==> src/rtl/hdmi_timing_ctrl.sv <==
// -----------------------------------------------------------------------------
// hdmi_timing_ctrl
//
// Video timing controller feeding the RGB888/sync/DE inputs of a DVI/HDMI
// transmitter. Generates hsync/vsync/de from parameterised raster counters and
// pulls pixels from a show-ahead source. Video starts and stops only on frame
// boundaries, so a partial frame is never emitted. Single clock domain (pclk).
//
// Optional feature macro: HDMI_TIMING_COLORBAR_EN
//   When defined, adds input pattern_en. A frame started with pattern_en = 1
//   shows 8 vertical colour bars and does not consume source pixels.
//
// Ports
//   pclk         in   pixel clock, rising edge
//   reset        in   asynchronous, active-high reset
//   enable       in   level, request video output
//   pix_req      out  pixel consumed this cycle (FIFO rdreq), combinational
//   pix_data     in   RGB888 {R,G,B}, valid alongside pix_valid
//   pix_valid    in   source not empty (show-ahead)
//   pattern_en   in   colour-bar select (HDMI_TIMING_COLORBAR_EN only)
//   err_clr      in   pulse, clears the underflow flag
//   video_din    out  RGB888 to transmitter
//   video_hsync  out  hsync to transmitter (polarity HS_POL)
//   video_vsync  out  vsync to transmitter (polarity VS_POL)
//   video_de     out  data enable to transmitter
//   frame_start  out  1-cycle pulse with the first active pixel of a frame
//   running      out  1 while the FSM is not idle
//   underflow    out  sticky, pixel requested while source empty
//   state_dbg    out  current FSM state
//
// Source handshake: a pixel is transferred in every cycle where pix_req = 1.
// If pix_valid = 1 in that cycle pix_data is the pixel and the source pops
// it; if pix_valid = 0 the slot is filled with UNDERFLOW_COLOR and the
// underflow flag is set. pix_req never waits for pix_valid.
//
// Pipeline: counter position (h_cnt, v_cnt) appears on the video outputs one
// clock later, so pix_req leads video_de by exactly one clock.
// -----------------------------------------------------------------------------
module hdmi_timing_ctrl #(
    parameter int          H_ACTIVE        = 1280,
    parameter int          H_FP            = 110,
    parameter int          H_SYNC          = 40,
    parameter int          H_BP            = 220,
    parameter int          V_ACTIVE        = 720,
    parameter int          V_FP            = 5,
    parameter int          V_SYNC          = 5,
    parameter int          V_BP            = 20,
    parameter bit          HS_POL          = 1'b1,
    parameter bit          VS_POL          = 1'b1,
    parameter logic [23:0] UNDERFLOW_COLOR = 24'h0000FF
) (
    input  logic        pclk,
    input  logic        reset,
    input  logic        enable,
    output logic        pix_req,
    input  logic [23:0] pix_data,
    input  logic        pix_valid,
`ifdef HDMI_TIMING_COLORBAR_EN
    input  logic        pattern_en,
`endif
    input  logic        err_clr,
    output logic [23:0] video_din,
    output logic        video_hsync,
    output logic        video_vsync,
    output logic        video_de,
    output logic        frame_start,
    output logic        running,
    output logic        underflow,
    output logic [1:0]  state_dbg
);

    localparam int H_TOTAL = H_ACTIVE + H_FP + H_SYNC + H_BP;
    localparam int V_TOTAL = V_ACTIVE + V_FP + V_SYNC + V_BP;
    localparam int HW      = $clog2(H_TOTAL);
    localparam int VW      = $clog2(V_TOTAL);

    localparam logic [HW-1:0] H_ACT_C   = HW'(H_ACTIVE);
    localparam logic [HW-1:0] H_LAST_C  = HW'(H_TOTAL - 1);
    localparam logic [HW-1:0] HS_FIRST  = HW'(H_ACTIVE + H_FP);
    localparam logic [HW-1:0] HS_LAST   = HW'(H_ACTIVE + H_FP + H_SYNC - 1);
    localparam logic [VW-1:0] V_ACT_C   = VW'(V_ACTIVE);
    localparam logic [VW-1:0] V_LAST_C  = VW'(V_TOTAL - 1);
    localparam logic [VW-1:0] VS_FIRST  = VW'(V_ACTIVE + V_FP);
    localparam logic [VW-1:0] VS_LAST   = VW'(V_ACTIVE + V_FP + V_SYNC - 1);

    localparam logic [1:0] S_IDLE     = 2'd0;
    localparam logic [1:0] S_RUN      = 2'd1;
    localparam logic [1:0] S_STOPPING = 2'd2;

    logic [1:0]    state;
    logic [1:0]    state_nxt;
    logic [HW-1:0] h_cnt;
    logic [VW-1:0] v_cnt;
    logic          h_last;
    logic          v_last;
    logic          frame_end;
    logic          frame_origin;
    logic          active;
    logic          active_run;
    logic          hs_act;
    logic          vs_act;
    logic          pattern_cur;
    logic [23:0]   pix_sel;

    assign h_last       = (h_cnt == H_LAST_C);
    assign v_last       = (v_cnt == V_LAST_C);
    assign frame_end    = h_last && v_last;
    assign frame_origin = (h_cnt == '0) && (v_cnt == '0);
    assign active       = (h_cnt < H_ACT_C) && (v_cnt < V_ACT_C);
    assign active_run   = (state != S_IDLE) && active;
    assign hs_act       = (h_cnt >= HS_FIRST) && (h_cnt <= HS_LAST);
    assign vs_act       = (v_cnt >= VS_FIRST) && (v_cnt <= VS_LAST);

    assign running   = (state != S_IDLE);
    assign state_dbg = state;

    // ---------------------------------------------------------------- pixel source
`ifdef HDMI_TIMING_COLORBAR_EN
    localparam int BAR_W = H_ACTIVE / 8;

    logic       pattern_q;
    logic [2:0] bar_idx;
    logic [23:0] bar_color;

    // The value at the frame origin is used directly so the first pixel of the
    // frame already follows the newly sampled selection.
    assign pattern_cur = frame_origin ? pattern_en : pattern_q;

    always_ff @(posedge pclk or posedge reset) begin
        if (reset) begin
            pattern_q <= 1'b0;
        end else if ((state != S_IDLE) && frame_origin) begin
            pattern_q <= pattern_en;
        end
    end

    always_comb begin
        bar_idx = 3'd0;
        for (int k = 1; k < 8; k++) begin
            if (h_cnt >= HW'(k * BAR_W)) begin
                bar_idx = 3'(k);
            end
        end
    end

    always_comb begin
        bar_color = 24'h000000;
        case (bar_idx)
            3'd0: bar_color = 24'hFFFFFF;
            3'd1: bar_color = 24'hFFFF00;
            3'd2: bar_color = 24'h00FFFF;
            3'd3: bar_color = 24'h00FF00;
            3'd4: bar_color = 24'hFF00FF;
            3'd5: bar_color = 24'hFF0000;
            3'd6: bar_color = 24'h0000FF;
            default: bar_color = 24'h000000;
        endcase
    end

    assign pix_sel = pattern_cur ? bar_color
                   : (pix_valid ? pix_data : UNDERFLOW_COLOR);
`else
    assign pattern_cur = 1'b0;
    assign pix_sel     = pix_valid ? pix_data : UNDERFLOW_COLOR;
`endif

    assign pix_req = active_run && !pattern_cur;

    // ---------------------------------------------------------------- FSM
    always_comb begin
        state_nxt = state;
        case (state)
            S_IDLE:     if (enable) state_nxt = S_RUN;
            S_RUN:      if (!enable) state_nxt = S_STOPPING;
            S_STOPPING: begin
                if (enable) begin
                    state_nxt = S_RUN;
                end else if (frame_end) begin
                    state_nxt = S_IDLE;
                end
            end
            default:    state_nxt = S_IDLE;
        endcase
    end

    always_ff @(posedge pclk or posedge reset) begin
        if (reset) begin
            state <= S_IDLE;
        end else begin
            state <= state_nxt;
        end
    end

    // ---------------------------------------------------------------- raster
    // Counters sit at (0,0) while idle, so the first running cycle is the
    // frame origin. Leaving STOPPING at frame_end wraps them to 0 naturally.
    always_ff @(posedge pclk or posedge reset) begin
        if (reset) begin
            h_cnt <= '0;
            v_cnt <= '0;
        end else if (state == S_IDLE) begin
            h_cnt <= '0;
            v_cnt <= '0;
        end else if (h_last) begin
            h_cnt <= '0;
            v_cnt <= v_last ? '0 : v_cnt + 1'b1;
        end else begin
            h_cnt <= h_cnt + 1'b1;
        end
    end

    // ---------------------------------------------------------------- outputs
    always_ff @(posedge pclk or posedge reset) begin
        if (reset) begin
            video_din   <= 24'h0;
            video_de    <= 1'b0;
            video_hsync <= ~HS_POL;
            video_vsync <= ~VS_POL;
            frame_start <= 1'b0;
        end else if (state == S_IDLE) begin
            video_din   <= 24'h0;
            video_de    <= 1'b0;
            video_hsync <= ~HS_POL;
            video_vsync <= ~VS_POL;
            frame_start <= 1'b0;
        end else begin
            video_din   <= active ? pix_sel : 24'h0;
            video_de    <= active;
            video_hsync <= hs_act ? HS_POL : ~HS_POL;
            video_vsync <= vs_act ? VS_POL : ~VS_POL;
            frame_start <= frame_origin;
        end
    end

    // Set has priority over clear so an underflow coinciding with err_clr is
    // never lost.
    always_ff @(posedge pclk or posedge reset) begin
        if (reset) begin
            underflow <= 1'b0;
        end else if (pix_req && !pix_valid) begin
            underflow <= 1'b1;
        end else if (err_clr) begin
            underflow <= 1'b0;
        end
    end

endmodule
==> config.mk <==
export PLATFORM = sky130hd
export DESIGN_NAME = hdmi_timing_ctrl
export DESIGN_NICKNAME = d
export VERILOG_FILES = /design/src/rtl/hdmi_timing_ctrl.sv
export SDC_FILE = /design/constraint.sdc
export NUM_CORES = 1
export LEC_CHECK = 0
export ABC_CLOCK_PERIOD_IN_PS = 5200
export CORE_MARGIN = 2
export CORE_UTILIZATION = 51
export DETAILED_ROUTE_END_ITERATION = 7
export GPL_TIMING_DRIVEN = 0
export PLACE_DENSITY = 0.95
export SLEW_MARGIN = 20
export SYNTH_ARGS = -nofsm -noshare
export SYNTH_HDL_FRONTEND = slang
export SYNTH_SLANG_ARGS = --single-unit
==> constraint.sdc <==
create_clock -name pclk -period 5.2 [get_ports pclk]
set_input_delay 0.78 -clock pclk [delete_from_list [all_inputs] [get_ports pclk]]
set_output_delay 0.78 -clock pclk [all_outputs]
set_load 0.03 [all_outputs]
=== After elaboration in Yosys (flattened, before gate mapping) ===
Index checks and enable logic that the tools add are counted.

* Mux-type cells: 21
* $lt $le $gt $ge: 6
* Add/sub/neg operators: 2
* Reductions and logical operators: 15
* Equality and inequality tests: 7

{| class="wikitable"
|+ Operator list
! cell !! number
|-
| two-way mux 24 bit || 3
|-
| two-way mux 10 bit || 3
|-
| two-way mux 11 bit || 2
|-
| adder 11 x 1 -> 11 bit (second input constant) || 1
|-
| equality test 11 bit (second input constant) || 1
|-
| >= comparator 11 bit (second input constant) || 1
|-
| <= comparator 11 bit (second input constant) || 1
|-
| logical NOT 11 bit || 1
|-
| < comparator 11 bit (second input constant) || 1
|-
| adder 10 x 1 -> 10 bit (second input constant) || 1
|-
| equality test 10 bit (second input constant) || 1
|-
| >= comparator 10 bit (second input constant) || 1
|-
| <= comparator 10 bit (second input constant) || 1
|-
| logical NOT 10 bit || 1
|-
| < comparator 10 bit (second input constant) || 1
|-
| two-way mux 1 bit || 8
|-
| two-way mux 2 bit || 4
|-
| logical AND 1 bit || 7
|-
| one-hot mux 2 bit (3 select lines) || 1
|-
| nonzero test 2 bit || 3
|-
| != test 2 bit (second input constant) || 2
|-
| != test 3 bit (second input constant) || 1
|-
| AND reduction 3 bit || 1
|-
| equality test 2 x 1 -> 1 bit (second input constant) || 1
|-
| 3 further kinds || 3
|}

* Input bits: 29
* Logic and storage cells: 60
* Output and inout port bits: 33
* Register bits after elaboration: 52

=== Logic depth before layout (Yosys ltp) ===
* Word-level depth: 5
* Depth in mapped cells: 7
* Mapped depth without buffers: 6

=== Worst setup path after synthesis ===
Ideal clock, no wire load.

* Path kind: register -> output
* Start point: register state[0], in the netlist state_dbg[0]
* End point: output pix_req
* Stages on the path, launching flop included: 5
* Arrival time: 1.538 ns
* Data required time: 4.420 ns
* Buffers on the path: 0
* Slack: 2.882 ns
* Cell sequence: dfrtp_1 nor2_1 inv_1 o2111ai_1 clkinv_1

* Cells in the longest elaborated chain, start to end: 2

{| class="wikitable"
|+ RTL lines
! what !! line !! source
|-
| start, declared || 90 || <nowiki>logic [1:0] state;</nowiki>
|-
| start signal, assigned || 190 || <nowiki>state <= state_nxt;</nowiki>
|-
| nonzero test 2 bit || -- ||
|-
| named net running || 67 || <nowiki>output logic running,</nowiki>
|-
| logical AND 1 bit || 110 || <nowiki>assign active_run = (state != S_IDLE) && active;</nowiki>
|-
| end, declared || 55 || <nowiki>output logic pix_req,</nowiki>
|}

The timed path passes the listed nets, and every way through them passes these cells.

=== Worst setup path in the final report ===
* Start point: register state[0], in the netlist state_dbg[0]
* End point: output pix_req

* Cells in the longest elaborated chain, start to end: 2

{| class="wikitable"
|+ RTL lines
! what !! line
|-
| nonzero test 2 bit || 110
|-
| logical AND 1 bit || 110
|}

Every way passes these cells.

==> metrics.txt <==
status finished, final reports clean; Syn Std Cell Area 2305 um2; ys async rst share 100.0%; Worst Path Arrival 2.46 ns; via total after detailed routing 1,901; part of the Yosys area used for sequential elements 56.46%; r2r startpoint h_cnt[2]; final setup vio count 0; Yosys cell types 43; R2R depth 5; CP max FO 10; CTS tree yes; core area 4354 um2; Leakage 0.001292 uW; DRC viols 0; Initial Util 52.93%; worst min-delay path category register to register; RSZ-0062 raised after global routing no; most frequent cells in the layout clkdlybuf4s50_1 (61), dfrtp_1 (52), nor2_1 (18), and2_1 (18), nand2_1 (13); Post-synth EDFFs 0; antenna viol nets, final 0; Syn Inst Count 216; Ant. Diodes 0; share of cells above drive strength 1 4.561%; ys flop type dfrtp_1; actual slew at the worst max-slew pin 0.6628 ns; routability cong. 0.8595; clk sinks 52; vias in the first global route 1,877; Iteration-0 DRC Markers 126; Post-Syn Nets 251; synth warn 0; Post-Place Worst Slack 2.345 ns; maximum VDD drop 0.2198 mV; final worst setup slack 1.959 ns; Die X 71.23 um; antenna violations before repair 0; count of final hold-check violations 0; root buf cell clkbuf_8; final WL 5303 um; post-CTS sizing 0; die area 5073 um2; drt via density 5.641; Final period util 62.33%; post-CTS setup buffers 0; Area Growth Syn to Fin 33.71%; Final Skew 0.008967 ns; setup TNS 0 ns; DR WL/cell 15.74 um; RR Endpoint v_cnt[8]; synthesis-stage register bit count 52; Crit. End Element output port; Worst-Skew Late Latency 0.30 ns; FP Rows 24; final hold slack 0.5726 ns; DP HPWL 3791 um; Syn Area/Cell 10.67 um2; CP required 4.42 ns; Critical Path Sink pix_req; Die Y-Extent 71.23 um; Slew Limit Fails 0; clock slew seen by the registers of the worst setup and hold paths 0.09 ns; fmax 308.6 MHz; dpl cell area 3000 um2; WS Path Type register to output port; Clock Path Buffers 2; post-layout util 70.78%; final instance area 3082 um2; final net count 320; FF-to-FF setup slack 3.02 ns; Num CTS Buffers 5; Crit. Startpoint state_dbg[0]; global route total overflow 0; IO Count 62; Rel. slew slack 55.34%; htree depth 2; Final Critical Period 3.241 ns; Port Buffers 61; total of max-cap violations 0; 1st-pass router iterations 4; GRT Util Overall 22.45%; most common cell after layout, fill and taps aside clkdlybuf4s50_1; largest net degree at the start of global routing 28; CP startpoint kind register; first-pass GRT wire length 9059 um; number of hold buffers added after CTS 0; PwrDens 271.4 nW/um2
-- critical path, stage by stage, from the launching register on --
cell             delay (ns)
dfrtp_1                0.44
nor2_1                 0.30
inv_1                  0.21
o2111ai_1              0.19
clkinv_1               0.33
clkdlybuf4s50_1        0.68
-- registers in the layout, indices dropped and copies added, names as in the netlist --
register     cells
video_din       24
h_cnt           11
v_cnt           10
state_dbg        2
frame_start      1
underflow        1
video_de         1
video_hsync      1
video_vsync      1
-- synth_stat cells, types with 2 or more instances --
cell | count | share of area (%)
nor4_1 | 5 | 1.4
nor2_1 | 18 | 2.9
clkbuf_1 | 5 | 0.81
nand2_1 | 13 | 2.1
nand2b_1 | 3 | 0.81
nand3_1 | 8 | 1.7
or3_1 | 6 | 1.6
a21oi_1 | 11 | 2.4
clkinv_1 | 2 | 0.33
o21ai_0 | 9 | 2.0
o21a_1 | 8 | 2.6
dfrtp_1 | 52 | 56
and4b_1 | 2 | 0.87
xnor2_1 | 5 | 1.9
nor3_1 | 3 | 0.65
nand4_1 | 2 | 0.54
ha_1 | 6 | 3.3
nand3b_1 | 2 | 0.65
xor2_1 | 2 | 0.76
or4_1 | 4 | 1.3
o31ai_1 | 3 | 0.98
inv_1 | 7 | 1.1
and2_1 | 18 | 4.9
nor2b_1 | 2 | 0.54
a22o_1 | 2 | 0.76
-- logic make-up after synthesis --
kind of cell,share of synthesized area (%)
adders and majority gates,3.257
buffers and inverters,2.497
DFF,56.46
and+or+nand+nor,21.66
xor gates and xnor gates,2.660
muxes,0.4886
AOI/OAI and AO/OA,12.98
-- routing by layer --
| metal | up-vias | global-route usage [%] | wire length (um) |
|---|---|---|---|
| met4 | 0 | 5.660 | 74 |
| met5 | - | 0 | 0 |
| met2 | 101 | 38.58 | 2794 |
| li1 | 896 | - | - |
| met1 | 895 | 28.40 | 2033 |
| met3 | 9 | 5.907 | 400 |
-- stage by stage --
step	std cells	power, uW
finish	337	836.5
global route	337	875.8
CTS	337	842.6
detailed placement	330	625.4
global placement	329	619.3
floorplan	216	545.2
-- report_power, final --
group / internal [uW] / switching, uW
combinational: 78.8 / 95.0
sequential: 427 / 17.1
clock: 91.3 / 127
total: 597 / 239
-- area by class of cell --
type / instances / area, um2
Buffer: 6 / 23.77
Clock buffer: 5 / 68.82
Clock inverter: 2 / 12.51
Fill cell: 297 / 1272
Inverter: 9 / 33.78
Multi-Input combinational cell: 149 / 945.9
Sequential cell: 52 / 1301
Tap cell: 52 / 65.06
Timing Repair Buffer: 62 / 630.6
-- worst min-delay path by stage --
| stage | from | end | slack [ns] | cells past startpoint |
|---|---|---|---|---|
| 2_1_floorplan | v_cnt[8] | v_cnt[8] | 0.50 | 1 |
| 3_3_place_gp | state_dbg[1] | state_dbg[0] | 0.51 | 1 |
| 3_5_place_dp | underflow | underflow | 0.54 | 2 |
| 4_1_cts | underflow | underflow | 0.57 | 2 |
| 5_1_grt | underflow | underflow | 0.59 | 2 |
| 6_report | underflow | underflow | 0.57 | 2 |
No activity file was read; power rests on OpenSTA's default activity.
